File: config.mk
export PLATFORM = sky130hd
export DESIGN_NAME = riscv_fetch
export DESIGN_NICKNAME = d
export VERILOG_FILES = /design/src/rtl/riscv_fetch.sv
export SDC_FILE = /design/constraint.sdc
export NUM_CORES = 1
export LEC_CHECK = 0
export CORE_MARGIN = 3
export CORE_UTILIZATION = 45
export CTS_CLUSTER_DIAMETER = 30
export DETAILED_ROUTE_END_ITERATION = 12
export PLACE_DENSITY = 0.68
export SETUP_SLACK_MARGIN = 0.5
export SYNTH_ARGS = -nofsm -noshare
export SYNTH_HDL_FRONTEND = slang
export SYNTH_SLANG_ARGS = --single-unit
File: constraint.sdc
create_clock -name clk -period 8 [get_ports clk]
set_input_delay 1.2 -clock clk [delete_from_list [all_inputs] [get_ports clk]]
set_output_delay 1.2 -clock clk [all_outputs]
set_load 0.03 [all_outputs]
File: src/rtl/riscv_fetch.sv
// riscv_fetch: sequential PC fetch, one outstanding icache read, 2-entry out FIFO.
// Ports: clk/rst_n, branch_*, icache_* request/response, fetch_* to decode, squash_out.
module riscv_fetch #(
  parameter logic [31:0] BOOT_VECTOR = 32'h0000_0000
) (
  input  logic        clk,
  input  logic        rst_n,
  input  logic        branch_request,
  input  logic [31:0] branch_pc,
  output logic        icache_rd,
  output logic [31:0] icache_pc,
  input  logic        icache_accept,
  input  logic        icache_valid,
  input  logic [31:0] icache_inst,
  input  logic        icache_error,
  input  logic        icache_page_fault,
  output logic        fetch_valid,
  output logic [31:0] fetch_instr,
  output logic [31:0] fetch_pc,
  output logic        fetch_fault_fetch,
  output logic        fetch_fault_page,
  input  logic        fetch_accept,
  output logic        squash_out
);

  typedef enum logic [1:0] {
    BOOT,
    RUN,
    HALT
  } state_t;

  typedef struct packed {
    logic [31:0] pc;
    logic [31:0] instr;
    logic        ferr;
    logic        fpf;
  } ent_t;

  state_t      state;
  logic [31:0] pc;
  logic [31:0] req_pc;
  logic        outstanding;
  logic        discard;
  ent_t        fifo [2];
  logic        rd_ptr;
  logic        wr_ptr;
  logic [1:0]  count;

  logic        flush;
  logic        fault;
  logic        push;
  logic        pop;
  logic        accepted;
  logic [2:0]  count_after;
  ent_t        head;

  assign flush = branch_request && (state != BOOT);
  assign fault = icache_error || icache_page_fault;
  assign push  = icache_valid && !discard && !flush;
  assign pop   = (count != 2'd0) && fetch_accept && !flush;

  assign count_after = {1'b0, count} + {2'b00, push}
                     - {2'b00, pop};

  // A faulting push stops issue in the same cycle so
  // nothing is in flight once HALT is entered.
  assign icache_rd = (state == RUN) && !branch_request
                   && (!outstanding || icache_valid)
                   && (count_after < 3'd2)
                   && !(push && fault);

  assign icache_pc  = pc;
  assign accepted   = icache_rd && icache_accept;
  assign squash_out = flush;

  assign head              = fifo[rd_ptr];
  assign fetch_valid       = (count != 2'd0);
  assign fetch_pc          = head.pc;
  assign fetch_instr       = head.instr;
  assign fetch_fault_fetch = head.ferr;
  assign fetch_fault_page  = head.fpf;

  always_ff @(posedge clk or posedge rst_n) begin
    if (rst_n) begin
      state       <= BOOT;
      pc          <= BOOT_VECTOR;
      req_pc      <= BOOT_VECTOR;
      outstanding <= 1'b0;
      discard     <= 1'b0;
      rd_ptr      <= 1'b0;
      wr_ptr      <= 1'b0;
      count       <= 2'd0;
      fifo[0]     <= '{BOOT_VECTOR, 32'd0, 1'b0, 1'b0};
      fifo[1]     <= '{BOOT_VECTOR, 32'd0, 1'b0, 1'b0};
    end else begin
      unique case (state)
        BOOT: state <= RUN;
        RUN:  if (push && fault) state <= HALT;
        HALT: if (flush) state <= RUN;
        default: state <= BOOT;
      endcase

      if (icache_valid) outstanding <= 1'b0;
      if (accepted) begin
        outstanding <= 1'b1;
        pc          <= pc + 32'd4;
        req_pc      <= pc;
      end

      // Only a request still in flight after the branch
      // cycle can come back stale.
      if (flush) begin
        discard <= outstanding && !icache_valid;
        pc      <= {branch_pc[31:2], 2'b00};
      end else if (icache_valid) begin
        discard <= 1'b0;
      end

      if (flush) begin
        count  <= 2'd0;
        rd_ptr <= 1'b0;
        wr_ptr <= 1'b0;
      end else begin
        if (push) begin
          fifo[wr_ptr] <= '{req_pc, icache_inst,
                           icache_error, icache_page_fault};
        end
        wr_ptr <= wr_ptr ^ push;
        rd_ptr <= rd_ptr ^ pop;
        count  <= count_after[1:0];
      end
    end
  end

endmodule

# Word level (Yosys, flattened, before mapping)
# Index checks and enable logic that the tools add are counted.
# Widths: inputs -> output; s select.
classes:
  addsub: 3
  n_mul: 0
  n_div: 0
  magnitude_cmp: 4
  n_eq_ne: 4
  n_shift: 0
  mux: 17
  n_bitwise: 5
  reduce_logical: 29
ops:
  columns: ["operator", "n"]
  rows:
  - ["$mux 66", 4]
  - ["$bwmux 132", 1]
  - ["$demux 66 s1", 1]
  - ["$mux 32", 2]
  - ["$add 32x3->32 const B", 1]
  - ["$logic_and 1x1->1", 13]
  - ["$reduce_bool 2->1", 5]
  - ["$logic_not 1->1", 6]
  - ["$mux 2", 3]
  - ["$pmux 2 s3", 1]
  - ["$mux 1", 5]
  - ["$ge 2x2->1 const B", 2]
  - ["$not 1->2", 2]
  - ["$reduce_and 2->1", 2]
  - ["$add 2x1->3", 1]
  - ["$lt 3x2->1 const B", 1]
  - ["$sub 3x1->3", 1]
  - ["$eq 2x1->1 const B", 1]
  - ["$eq 2x2->1 const B", 1]
  - ["$logic_not 2->1", 1]
  - ["$logic_or 1x1->1", 2]
  - ["$lt 2x1->1 const B", 1]
  - ["$ne 2x1->1 const B", 1]
  - ["$ne 2x2->1 const B", 1]
  - ["2 further kinds", 3]
totals:
  regBits: 204
  latchBits: 0
  ram_bits: 0
  rom_bits: 0
  inputBits: 72
  output_inout_bits: 101
  memories: 0

# Longest topological paths before layout
# Gate-level depths: netlist of the first run.
logic_depth:
  depth_word: 12
  mapped_depth: 16

# Worst setup path after synthesis of the first run
# No wires, ideal clock.
synth_path:
  path_type: "input to output"
  from: "input port branch_request"
  to: "output port icache_rd"
  arrival_ns: 4.234
  path_slack_ns: 2.566
  cell_stages: 14
  n_path_buf: 3
  cell_sequence: "o21ai_2 clkinv_2 clkbuf_1 clkbuf_1 nor2_1 ha_1 inv_1 ha_1 inv_1 fa_1 and4bb_2 nand3_1 clkbuf_1 nor2_1"
synth_via:
  elab_chain_len: 8
  elab_cells_between_ends: 14
  cone_classes: "add/sub: 2; order compare: 1; reduce/logical: 11"
synth_rtl:
  columns: ["item", "line_no", "source"]
  rows:
  - ["start, declared", "8", "input logic branch_request,"]
  - ["$logic_and 1x1->1 *", "57", "assign flush = branch_request && (state != BOOT);"]
  - ["net squash_out", "23", "output logic squash_out"]
  - ["$logic_not 1->1 *", "59, 60", null]
  - ["$logic_and 1x1->1", "59", "assign push = icache_valid && !discard && !flush;"]
  - ["$add 2x1->3", "62", "assign count_after = {1'b0, count} + {2'b00, push}"]
  - ["$sub 3x1->3", "63", "- {2'b00, pop};"]
  - ["$lt 3x2->1", "69", "&& (count_after < 3'd2)"]
  - ["$logic_and 1x1->1", "69", null]
  - ["$logic_and 1x1->1 *", "70", "&& !(push && fault);"]
  - ["end, declared", "10", "output logic icache_rd,"]
# The timed path passes the listed nets; every way through them passes the cells marked *.

# Worst setup path after layout of the first run
layout_path:
  from: "input port branch_request"
  to: "output port icache_rd"
layout_via:
  elab_chain_len: 8
  elab_cells_between_ends: 14
  cone_classes: "add/sub: 2; order compare: 1; reduce/logical: 11"
layout_rtl:
  columns: ["item", "line_no"]
  rows:
  - ["$logic_and 1x1->1", "57"]
  - ["$logic_not 1->1", "59, 60"]
  - ["$logic_and 1x1->1", "59"]
  - ["$add 2x1->3", "62"]
  - ["$sub 3x1->3", "63"]
  - ["$lt 3x2->1", "69"]
  - ["$logic_and 1x1->1", "69"]
  - ["$logic_and 1x1->1 *", "70"]
# Every way passes the cells marked *; elsewhere a longest branch is shown, timed or not.

==> results of run 1 <==
==> synthesized netlist by cell type (2+ instances only) <==
library cell	count	area, µm²
or2_2	2	12.5
inv_1	5	18.8
nor4_1	8	50.1
or4_1	3	22.5
a221o_1	2	20.0
mux2_2	216	2430
o311ai_0	3	26.3
mux2_1	5	56.3
or3_1	16	100
a21oi_1	2	10.0
and3_1	6	37.5
buf_4	6	45.0
nand2_1	37	139
nand4_1	9	56.3
nand3_1	15	75.1
clkbuf_1	25	93.8
and4_1	5	43.8
nor4b_1	2	17.5
nand2b_1	4	25.0
a31oi_1	12	75.1
and2_1	2	12.5
xnor2_1	8	70.1
nor2_1	26	97.6
o211ai_1	3	22.5
buf_2	9	45.0
ha_1	3	37.5
xor2_1	6	52.6
dfrtp_1	196	4900
o21ai_0	22	110
==> layer usage <==
metal | up-vias | global-route usage, %
li1 | 2720 | -
met1 | 2955 | 26.4
met2 | 177 | 32.6
met5 | - | 0
met4 | 0 | 6.02
met3 | 29 | 4.44
==> critical path: stages <==
cell	delay [ns]
clkdlybuf4s50_1	0.48
o21ai_2	0.08
buf_4	0.35
clkinv_2	0.10
nor2_1	0.30
inv_1	0.15
ha_1	0.30
inv_1	0.06
ha_1	0.13
inv_1	0.05
fa_1	0.49
and4bb_2	0.23
nand3_1	0.43
nor2_1	0.30
clkdlybuf4s50_1	0.71
==> cells by family (layout without fill, tap and decap cells) <==
family,count (synthesis),count (layout),synth area share [%]
other cells,1,4,0.0425
mux,222,222,28.3
xor+xnor,14,14,1.39
buf+inv,47,208,2.48
simple gates,139,139,8.20
flops,196,196,55.5
compound gates,49,49,3.39
fa+ha+maj,4,4,0.652
==> cell type report <==
class,instances,area share [%]
Clock buffer,20,4.05
Clock inverter,11,1.09
Inverter,6,0.277
Multi-Input combinational cell,432,33.1
Sequential cell,196,43.5
Tap cell,260,2.89
Timing Repair Buffer,171,15.1
==> flip-flops by register name (all words and copies together) (netlist names) <==
name / cells
fifo: 128
icache_pc: 30
req_pc: 30
count: 2
state: 2
discard: 1
outstanding: 1
rd_ptr: 1
wr_ptr: 1
==> report_power, final <==
group | total (mW) | leakage, nW | internal [mW] | switching [mW]
clock | 0.828 | 0.270 | 0.452 | 0.376
sequential | 1.80 | 2.35 | 1.45 | 0.341
combinational | 2.40 | 2.00 | 1.19 | 1.21
==> how the worst max path moves through the flow <==
stage	from	to	slack (ns)	cells after the start
3_5_place_dp	branch_request	icache_rd	1.45	15
3_3_place_gp	branch_request	icache_rd	1.51	15
6_report	branch_request	icache_rd	1.43	15
2_1_floorplan	rst_n	count[0]$_DFF_PP0_	1.46	1
4_1_cts	branch_request	icache_rd	1.43	15
5_1_grt	branch_request	icache_rd	1.03	15
==> per-stage QoR <==
stage | setup WS, ns | hold slack (ns) | total power [mW]
final | 1.43 | 0.487 | 5.02
after floorplan | 1.46 | 0.454 | 3.32
after global routing | 1.03 | 0.495 | 5.31
after global placement | 1.51 | 0.462 | 4.14
after CTS | 1.43 | 0.492 | 5.08
after detailed placement | 1.45 | 0.475 | 4.23
==> reports/summary.txt, run 1 <==
vias in the first global route: 6427
CTS buffer count: 17
RSZ-0062 raised after global routing: no
mapped cell area: 8830 µm²
final std cells w/o fill: 1096
Post CTS Setup Buffer Count: 0
# setup viols final: 0
Setup Skew: 0.00966 ns
Max Cap Viol: 0
Min-Delay Path Class: reg2reg
WL met3: 996 µm
r2r worst-path depth: 15
sequential cell area: 4910 µm²
wire per inst: 18.7 µm
Final Cell Area: 11300 µm²
yosys warns: 0
Area Overhead vs Synth: 27.7%
via count: 5881
Overflow after GRT: 0
post-synthesis sequential area ratio: 55.5%
Final #Nets: 900
Pwr Density: 445 nW/µm²
initial antenna violation count: 0
DIE AREA: 21300 µm²
R2R setup slack: 3.35 ns
Top Metal Used: met4
gp weighted congestion: 0.809
DRT Wirelength: 20500 µm
Worst EP arrival: 5.37 ns
Die X-Extent: 146 µm
Multi-input gate area: 3730 µm²
via density per instance: 5.37
largest net degree at the start of global routing: 128
Post-synth EDFFs: 0
crit path time final: 6.57 ns
max frequency: 152 MHz
Critical R2R Launch: state[1]$_DFFE_PP0P_
CP Capture Type: output port
fillcell total: 1563
synth unique cells: 43
Post-synth top flop: dfrtp_1
max-slew violations: 0
Iter 0 DRT Violations: 284
die height: 146 µm
DRT met1 WL: 9090 µm
Final Hold Viols: 0
reg2reg end: icache_pc[31]$_DFFE_PP0P_
Hold Path Depth: 1
placed cells: 1065
routed wl met2: 10100 µm
# rows: 50
commonest non-fill, non-tap cell in the layout: mux2_2
first-pass GRT wire length: 34000 µm
Worst Tran Pin Value: 1.03 ns
Rel. slew slack: 31.5%
Post-Syn Instances: 672
crit-path max FO: 35
post-DP HPWL: 13700 µm
Initial Util: 46.4%
Hold Path End: fifo[121]$_DFFE_PP0P_
n_diodes: 0
CP Launch Type: primary input
GRT Total Usage: 19.8%
post-cts resize count: 0
IO Port Bufs: 166
Crit Path Class: in2out
I/O pin count: 173
post-layout util: 59.3%
clock-pin slew on the worst setup and hold paths: 0.07 ns
Root Driver: clkbuf_16
Placed Area: 10700 µm²
total clock sinks: 196
post-cts hold buffer count: 0
drt pass-1 iters: 4
worst hold start: fifo[121]$_DFFE_PP0P_
#FFs+latches synth: 196
clk buf depth: 2
async set-reset flop share out of synthesis: 100%
TNS Setup: 0 ns
Core Box Area: 19000 µm²
CTS tree: yes
syn avg cell area: 13.1 µm²
H-tree depth: 4
Pleak: 4.63 nW
period utilisation layout: 82.2%
status: finished, final reports clean
maximum VDD drop: 219 µV
most frequent cells in the layout: mux2_2, dfrtp_1, clkdlybuf4s50_1
layout cells sized above 1: 31.3%
# DRC: 0
worst endpoint required time: 6.80 ns
clk_lat worst skew: 0.42 ns
post-route ant nets: 0
Power figures use the tool's default switching activity.
==> run 2, diff against run 1 <==
==> constraint.sdc (replaced) <==
create_clock -name clk -period 6.7 [get_ports clk]
set_input_delay 1.005 -clock clk [delete_from_list [all_inputs] [get_ports clk]]
set_output_delay 1.005 -clock clk [all_outputs]
set_load 0.03 [all_outputs]
==> reports/summary.txt, run 2 (synthesis results as in run 1) <==
status: finished, final reports clean
GR met2 Demand/Resource: 33.0% (+0.40 points)
Largest register FFs: 128 (unchanged)
CTS tree: yes
GRT busiest layer: met2
Placed Area: 10700 µm² (about the same)
Initial Util: 46.4% (unchanged)
Pwr Density: 538 nW/µm² (+21%)
Worst Tran Pin Value: 1.07 ns (+0.0416 ns)
TNS Setup: 0 ns (unchanged)
Overflow after GRT: 0 (unchanged)
sw power: 2.29 mW (+19%)
first-pass GRT wire length: 34100 µm (+0.33%)
crit-path max FO: 43 (+23%)
# DRC: 0 (unchanged)
period utilisation layout: 80.6%
layout cells sized above 1: 31.3% (-0.037 points)
internal power: 3.81 mW (+23%)
gp weighted congestion: 0.809 (about the same)
wire per inst: 18.7 µm (about the same)
Final Cell Area: 11300 µm² (+0.52%)
n_diodes: 0 (unchanged)
Die X-Extent: 146 µm (unchanged)
CTS buffer count: 17 (unchanged)
clock power share: 17.8% (+1.3 points)
DRT Wirelength: 20500 µm (+0.11%)
Iter 0 DRT Violations: 274 (-3.5%)
crit path time final: 5.40 ns
Min-Delay Path Class: reg2reg
clock-pin slew on the worst setup and hold paths: 0.07 ns (about the same)
Core Box Area: 19000 µm² (unchanged)
H-tree depth: 4 (unchanged)
Post CTS Setup Buffer Count: 0 (unchanged)
post-DP HPWL: 13500 µm (-1.8%)
GR Layer Usage met3: 4.56% (+0.12 points)
routing usage on met1: 25.8% (-0.61 points)
RSZ-0062 raised after global routing: no
Root Driver: clkbuf_16
vias in the first global route: 6487 (+0.93%)
Pleak: 4.66 nW (+0.79%)
commonest non-fill, non-tap cell in the layout: mux2_2
post-cts resize count: 0 (unchanged)
hold_ws: 0.488 ns (+0.000692 ns)
Max Cap Viol: 0 (unchanged)
Area Overhead vs Synth: 28.4%
Final #Nets: 900 (unchanged)
Setup Skew: 0.0105 ns (+0.000808 ns)
drt pass-1 iters: 5 (+1)
initial antenna violation count: 0 (unchanged)
via count: 5881 (unchanged)
max-slew violations: 0 (unchanged)
CP Launch Type: primary input
Top reg by flops: fifo
# rows: 50 (unchanged)
via density per instance: 5.36 (about the same)
maximum VDD drop: 231 µV (+5.5%)
DIE AREA: 21300 µm² (unchanged)
Rel. slew slack: 28.6% (-2.9 points)
I/O pin count: 173 (unchanged)
clk buf depth: 2 (unchanged)
worst endpoint required time: 5.69 ns (-1.11 ns)
GRT Total Usage: 19.7% (-0.089 points)
post-route ant nets: 0 (unchanged)
CP Capture Type: output port
combinational group share of total power: 47.2% (-0.5 points)
die height: 146 µm (unchanged)
most frequent cells in the layout: mux2_2, dfrtp_1, clkdlybuf4s50_1
largest net degree at the start of global routing: 197 (+54%)
# setup viols final: 0 (unchanged)
IO Port Bufs: 166 (unchanged)
total clock sinks: 196 (unchanged)
clk_lat worst skew: 0.42 ns (about the same)
max frequency: 185 MHz
Crit Path Class: in2out
post-cts hold buffer count: 0 (unchanged)
register share of total power: 35.0% (-0.8 points)
Worst EP arrival: 4.40 ns (-0.97 ns)
sw frac: 37.5% (-0.83 points)
Final Hold Viols: 0 (unchanged)
-- run 2: cell types whose count changed in the layout (fill, tap and decap cells not counted), sizes merged --
cell	change
bufinv	+3
clkinv	-2
buf	+1
clkdlybuf4s50	-1
clkbuf	+2
clkinvlp	-2
-- run 2: power groups by stage --
stage               registers, mW  clock network, mW  logic, mW
global placement             2.10                  0       2.84
floorplan                    2.13                  0       1.83
detailed placement           2.15                  0       2.89
CTS                          2.13               1.11       2.91
finish                       2.13               1.09       2.88
global route                 2.22               1.17       3.06
-- run 2: cell type report --
cell class	instances	area, µm²
multi-input combinational	432	3730
sequential	196	4910
timing repair buffer	171	1710
inverter	6	27.5
tap	260	325
fill	1522	7680
clock buffer	22	464
clock inverter	10	168
-- run 2: worst paths after layout --
| check | startpoint | end | slack (ns) | cells past startpoint |
|---|---|---|---|---|
| min in group asynchronous | rst_n | fifo[11]$_DFFE_PP0P_ | 1.25 | 3 |
| worst max register to register | state[1]$_DFFE_PP0P_ | icache_pc[31]$_DFFE_PP0P_ | 2.34 | 14 |
| max in group asynchronous | rst_n | rd_ptr$_DFF_PP0_ | 4.63 | 3 |
| worst max-delay path | branch_request | icache_rd | 1.30 | 14 |
| worst min-delay path | fifo[118]$_DFFE_PP0P_ | fifo[118]$_DFFE_PP0P_ | 0.49 | 1 |
| worst min register to register | fifo[118]$_DFFE_PP0P_ | fifo[118]$_DFFE_PP0P_ | 0.49 | 1 |
-- run 2: stage by stage --
stage          std cells  util (%)  setup WS, ns  total power [mW]
2_1_floorplan        675         -          1.66              3.97
3_3_place_gp        1065      56.3          1.40              4.94
3_5_place_dp        1065      56.3          1.32              5.04
4_1_cts             1097      59.6          1.29              6.16
5_1_grt             1097      59.6          1.03              6.44
6_report            1097      59.6          1.30              6.09
-- run 2: metal layers --
| layer | routed length, µm | vias to the layer above |
|---|---|---|
| met5 | 0 | - |
| met2 | 10000 | 184 |
| met4 | 317 | 0 |
| met1 | 9200 | 2960 |
| met3 | 1030 | 25 |
| li1 | - | 2712 |
-- run 2: worst max-delay path: stages --
cell and delay [ns]:
clkdlybuf4s50_1 0.55, o21ai_2 0.10, clkinv_2 0.05, buf_4 0.36
nor2_1 0.10, ha_1 0.30, inv_1 0.05, ha_1 0.13
inv_1 0.05, fa_1 0.50, and4bb_2 0.25, nand3_1 0.45
nor2_1 0.29, buf_4 0.20
==> run 3, diff against run 2 <==
--- a/config.mk
+++ b/config.mk
@@ -9,7 +9,7 @@
 export CORE_UTILIZATION = 45
 export CTS_CLUSTER_DIAMETER = 30
 export DETAILED_ROUTE_END_ITERATION = 12
-export PLACE_DENSITY = 0.68
+export PLACE_DENSITY = 0.71
 export SETUP_SLACK_MARGIN = 0.5
 export SYNTH_ARGS = -nofsm -noshare
 export SYNTH_HDL_FRONTEND = slang
==> constraint.sdc (replaced) <==
create_clock -name clk -period 4.8 [get_ports clk]
set_input_delay 0.72 -clock clk [delete_from_list [all_inputs] [get_ports clk]]
set_output_delay 0.72 -clock clk [all_outputs]
set_load 0.03 [all_outputs]
==> reports/summary.txt, run 3 (synthesis results as in run 1) <==
clock-pin slew on the worst setup and hold paths: 0.07 ns (about the same)
Core Box Area: 19000 µm² (unchanged)
Crit Path Class: in2out
CP dominant cell by count: inv_1
CP Capture Type: output port
post-cts hold buffer count: 0 (unchanged)
CP Launch Type: primary input
first-pass GRT wire length: 33500 µm (-1.8%)
max-slew violations: 0 (unchanged)
# DRC: 0 (unchanged)
clk buf depth: 2 (unchanged)
I/O pin count: 173 (unchanged)
worst slack, placed: 0.471 ns (-0.847 ns)
reg2reg end: icache_pc[31]$_DFFE_PP0P_
status: finished, final reports clean
n_diodes: 0 (unchanged)
H-tree depth: 4 (unchanged)
# setup viols final: 0 (unchanged)
CTS buffer count: 17 (unchanged)
Multi-input gate area: 3740 µm² (+0.20%)
period utilisation layout: 86.1%
placed cells: 1072 (+0.66%)
# rows: 50 (unchanged)
Final #Nets: 907 (+0.78%)
Hold Path Depth: 1 (unchanged)
cell family with most CP delay: buffers and inverters
die height: 146 µm (unchanged)
via count: 6032 (+2.6%)
gp weighted congestion: 0.813 (+0.51%)
most frequent cells in the layout: mux2_2, dfrtp_1, clkdlybuf4s50_1
final std cells w/o fill: 1104 (+0.64%)
Iter 0 DRT Violations: 369 (+35%)
setup slack after layout: 0.669 ns (-0.628 ns)
via density per instance: 5.46 (+1.9%)
r2r worst-path depth: 14 (unchanged)
commonest non-fill, non-tap cell in the layout: mux2_2
post-cts resize count: 0 (unchanged)
Worst Tran Pin Value: 1.09 ns (+0.0250 ns)
Pwr Density: 743 nW/µm² (+38%)
Min-Delay Path Class: reg2reg
largest net degree at the start of global routing: 88 (-55%)
Area Overhead vs Synth: 28.8%
Overflow after GRT: 0 (unchanged)
worst hold start: fifo[121]$_DFFE_PP0P_
DRT Wirelength: 20800 µm (+1.1%)
max frequency: 242 MHz
slowest CP cell: fa_1
Final Hold Viols: 0 (unchanged)
GRT Total Usage: 19.5% (-0.23 points)
Die X-Extent: 146 µm (unchanged)
TNS Setup: 0 ns (unchanged)
worst endpoint required time: 4.08 ns (-1.61 ns)
crit-path max FO: 12 (-72%)
Critical R2R Launch: state[1]$_DFFE_PP0P_
Top reg by flops: fifo
Setup Skew: 0.00993 ns (-0.000538 ns)
Pleak: 4.69 nW (+0.56%)
Max Cap Viol: 0 (unchanged)
DIE AREA: 21300 µm² (unchanged)
vias in the first global route: 6371 (-1.8%)
Rel. slew slack: 27.0% (-1.7 points)
Worst path max stage delay: 0.51 ns (-0.04 ns)
total clock sinks: 196 (unchanged)
initial antenna violation count: 1 (+1)
IO Port Bufs: 166 (unchanged)
layout cells sized above 1: 32.5% (+1.2 points)
wire per inst: 18.8 µm (+0.49%)
Initial Util: 46.4% (unchanged)
crit path time final: 4.13 ns
drt pass-1 iters: 4 (-1)
Root Driver: clkbuf_16
CP Cell Sequence: clkdlybuf4s50_1, nand2b_1, nor2_2, inv_1, ha_1, inv_1, ha_1, inv_1, fa_1, and4bb_2, nand3_2, buf_6, nor2_1, buf_4
Largest register FFs: 128 (unchanged)
R2R setup slack: 1.19 ns (-1.15 ns)
Worst EP arrival: 3.41 ns (-0.99 ns)
maximum VDD drop: 353 µV (+53%)
post-DP HPWL: 13900 µm (+3.5%)
CTS tree: yes
post-route ant nets: 0 (unchanged)
fillcell total: 1533 (+0.72%)
Hold Path End: fifo[121]$_DFFE_PP0P_
sequential cell area: 4910 µm² (unchanged)
clk_lat worst skew: 0.44 ns (+0.02 ns)
RSZ-0062 raised after global routing: no
Buf/Inv on CP: 6 (unchanged)
Post CTS Setup Buffer Count: 0 (unchanged)
[run 3: cell types whose count changed in the layout (fill, tap and decap cells not counted), moves of 2 or more]
cell and change:
inv_8 +5, clkinvlp_4 +2, clkbuf_8 -2, inv_6 -2, clkbuf_1 -3, clkinv_4 +3, buf_4 +5, bufinv_16 -3
[run 3: worst max-delay path by stage]
stage,startpoint,to,slack [ns],cells after the start
6_report,icache_valid,icache_rd,0.67,14
5_1_grt,icache_valid,icache_rd,0.51,14
4_1_cts,branch_request,icache_rd,0.56,15
3_5_place_dp,branch_request,icache_pc[31]$_DFFE_PP0P_,0.47,15
3_3_place_gp,branch_request,icache_pc[31]$_DFFE_PP0P_,0.50,15
2_1_floorplan,branch_request,icache_rd,0.53,14
[run 3: metal layers]
metal  routed length, µm  global-route usage (%)  part of all wire [%]  up-vias
li1                    -                       -                     -     2736
met3                1300                    4.93                   6.3       23
met4                 259                    5.13                   1.2        2
met2               10000                    32.4                    48      223
met1                9190                    25.7                    44     3048
met5                  13                       0                 0.063        -
[run 3: where the power goes]
part | leakage (nW) | internal [mW] | switching, mW
Combinational | 2.05 | 2.01 | 2.02
Sequential | 2.35 | 2.42 | 0.581
Clock | 0.283 | 0.743 | 0.681
Total | 4.69 | 5.17 | 3.28
[run 3: final cells by class]
cell class              instances  share of cell area, %
clock inverters                15                   1.48
well taps                     260                   2.86
repair buffers                178                   15.7
clock buffers                  17                   3.74
inverters                       6                  0.242
multi-input cells             432                   32.9
flip-flops and latches        196                   43.1
[run 3: per-stage QoR]
step / power (mW) / area (µm²) / hold WS, ns / utilization [%]
2_1_floorplan: 5.53 / 8850 / 0.454 / -
3_3_place_gp: 6.93 / 10800 / 0.463 / 56.6
3_5_place_dp: 7.07 / 10800 / 0.478 / 56.6
4_1_cts: 8.52 / 11400 / 0.498 / 59.7
5_1_grt: 8.92 / 11400 / 0.510 / 59.8
6_report: 8.46 / 11400 / 0.495 / 59.8
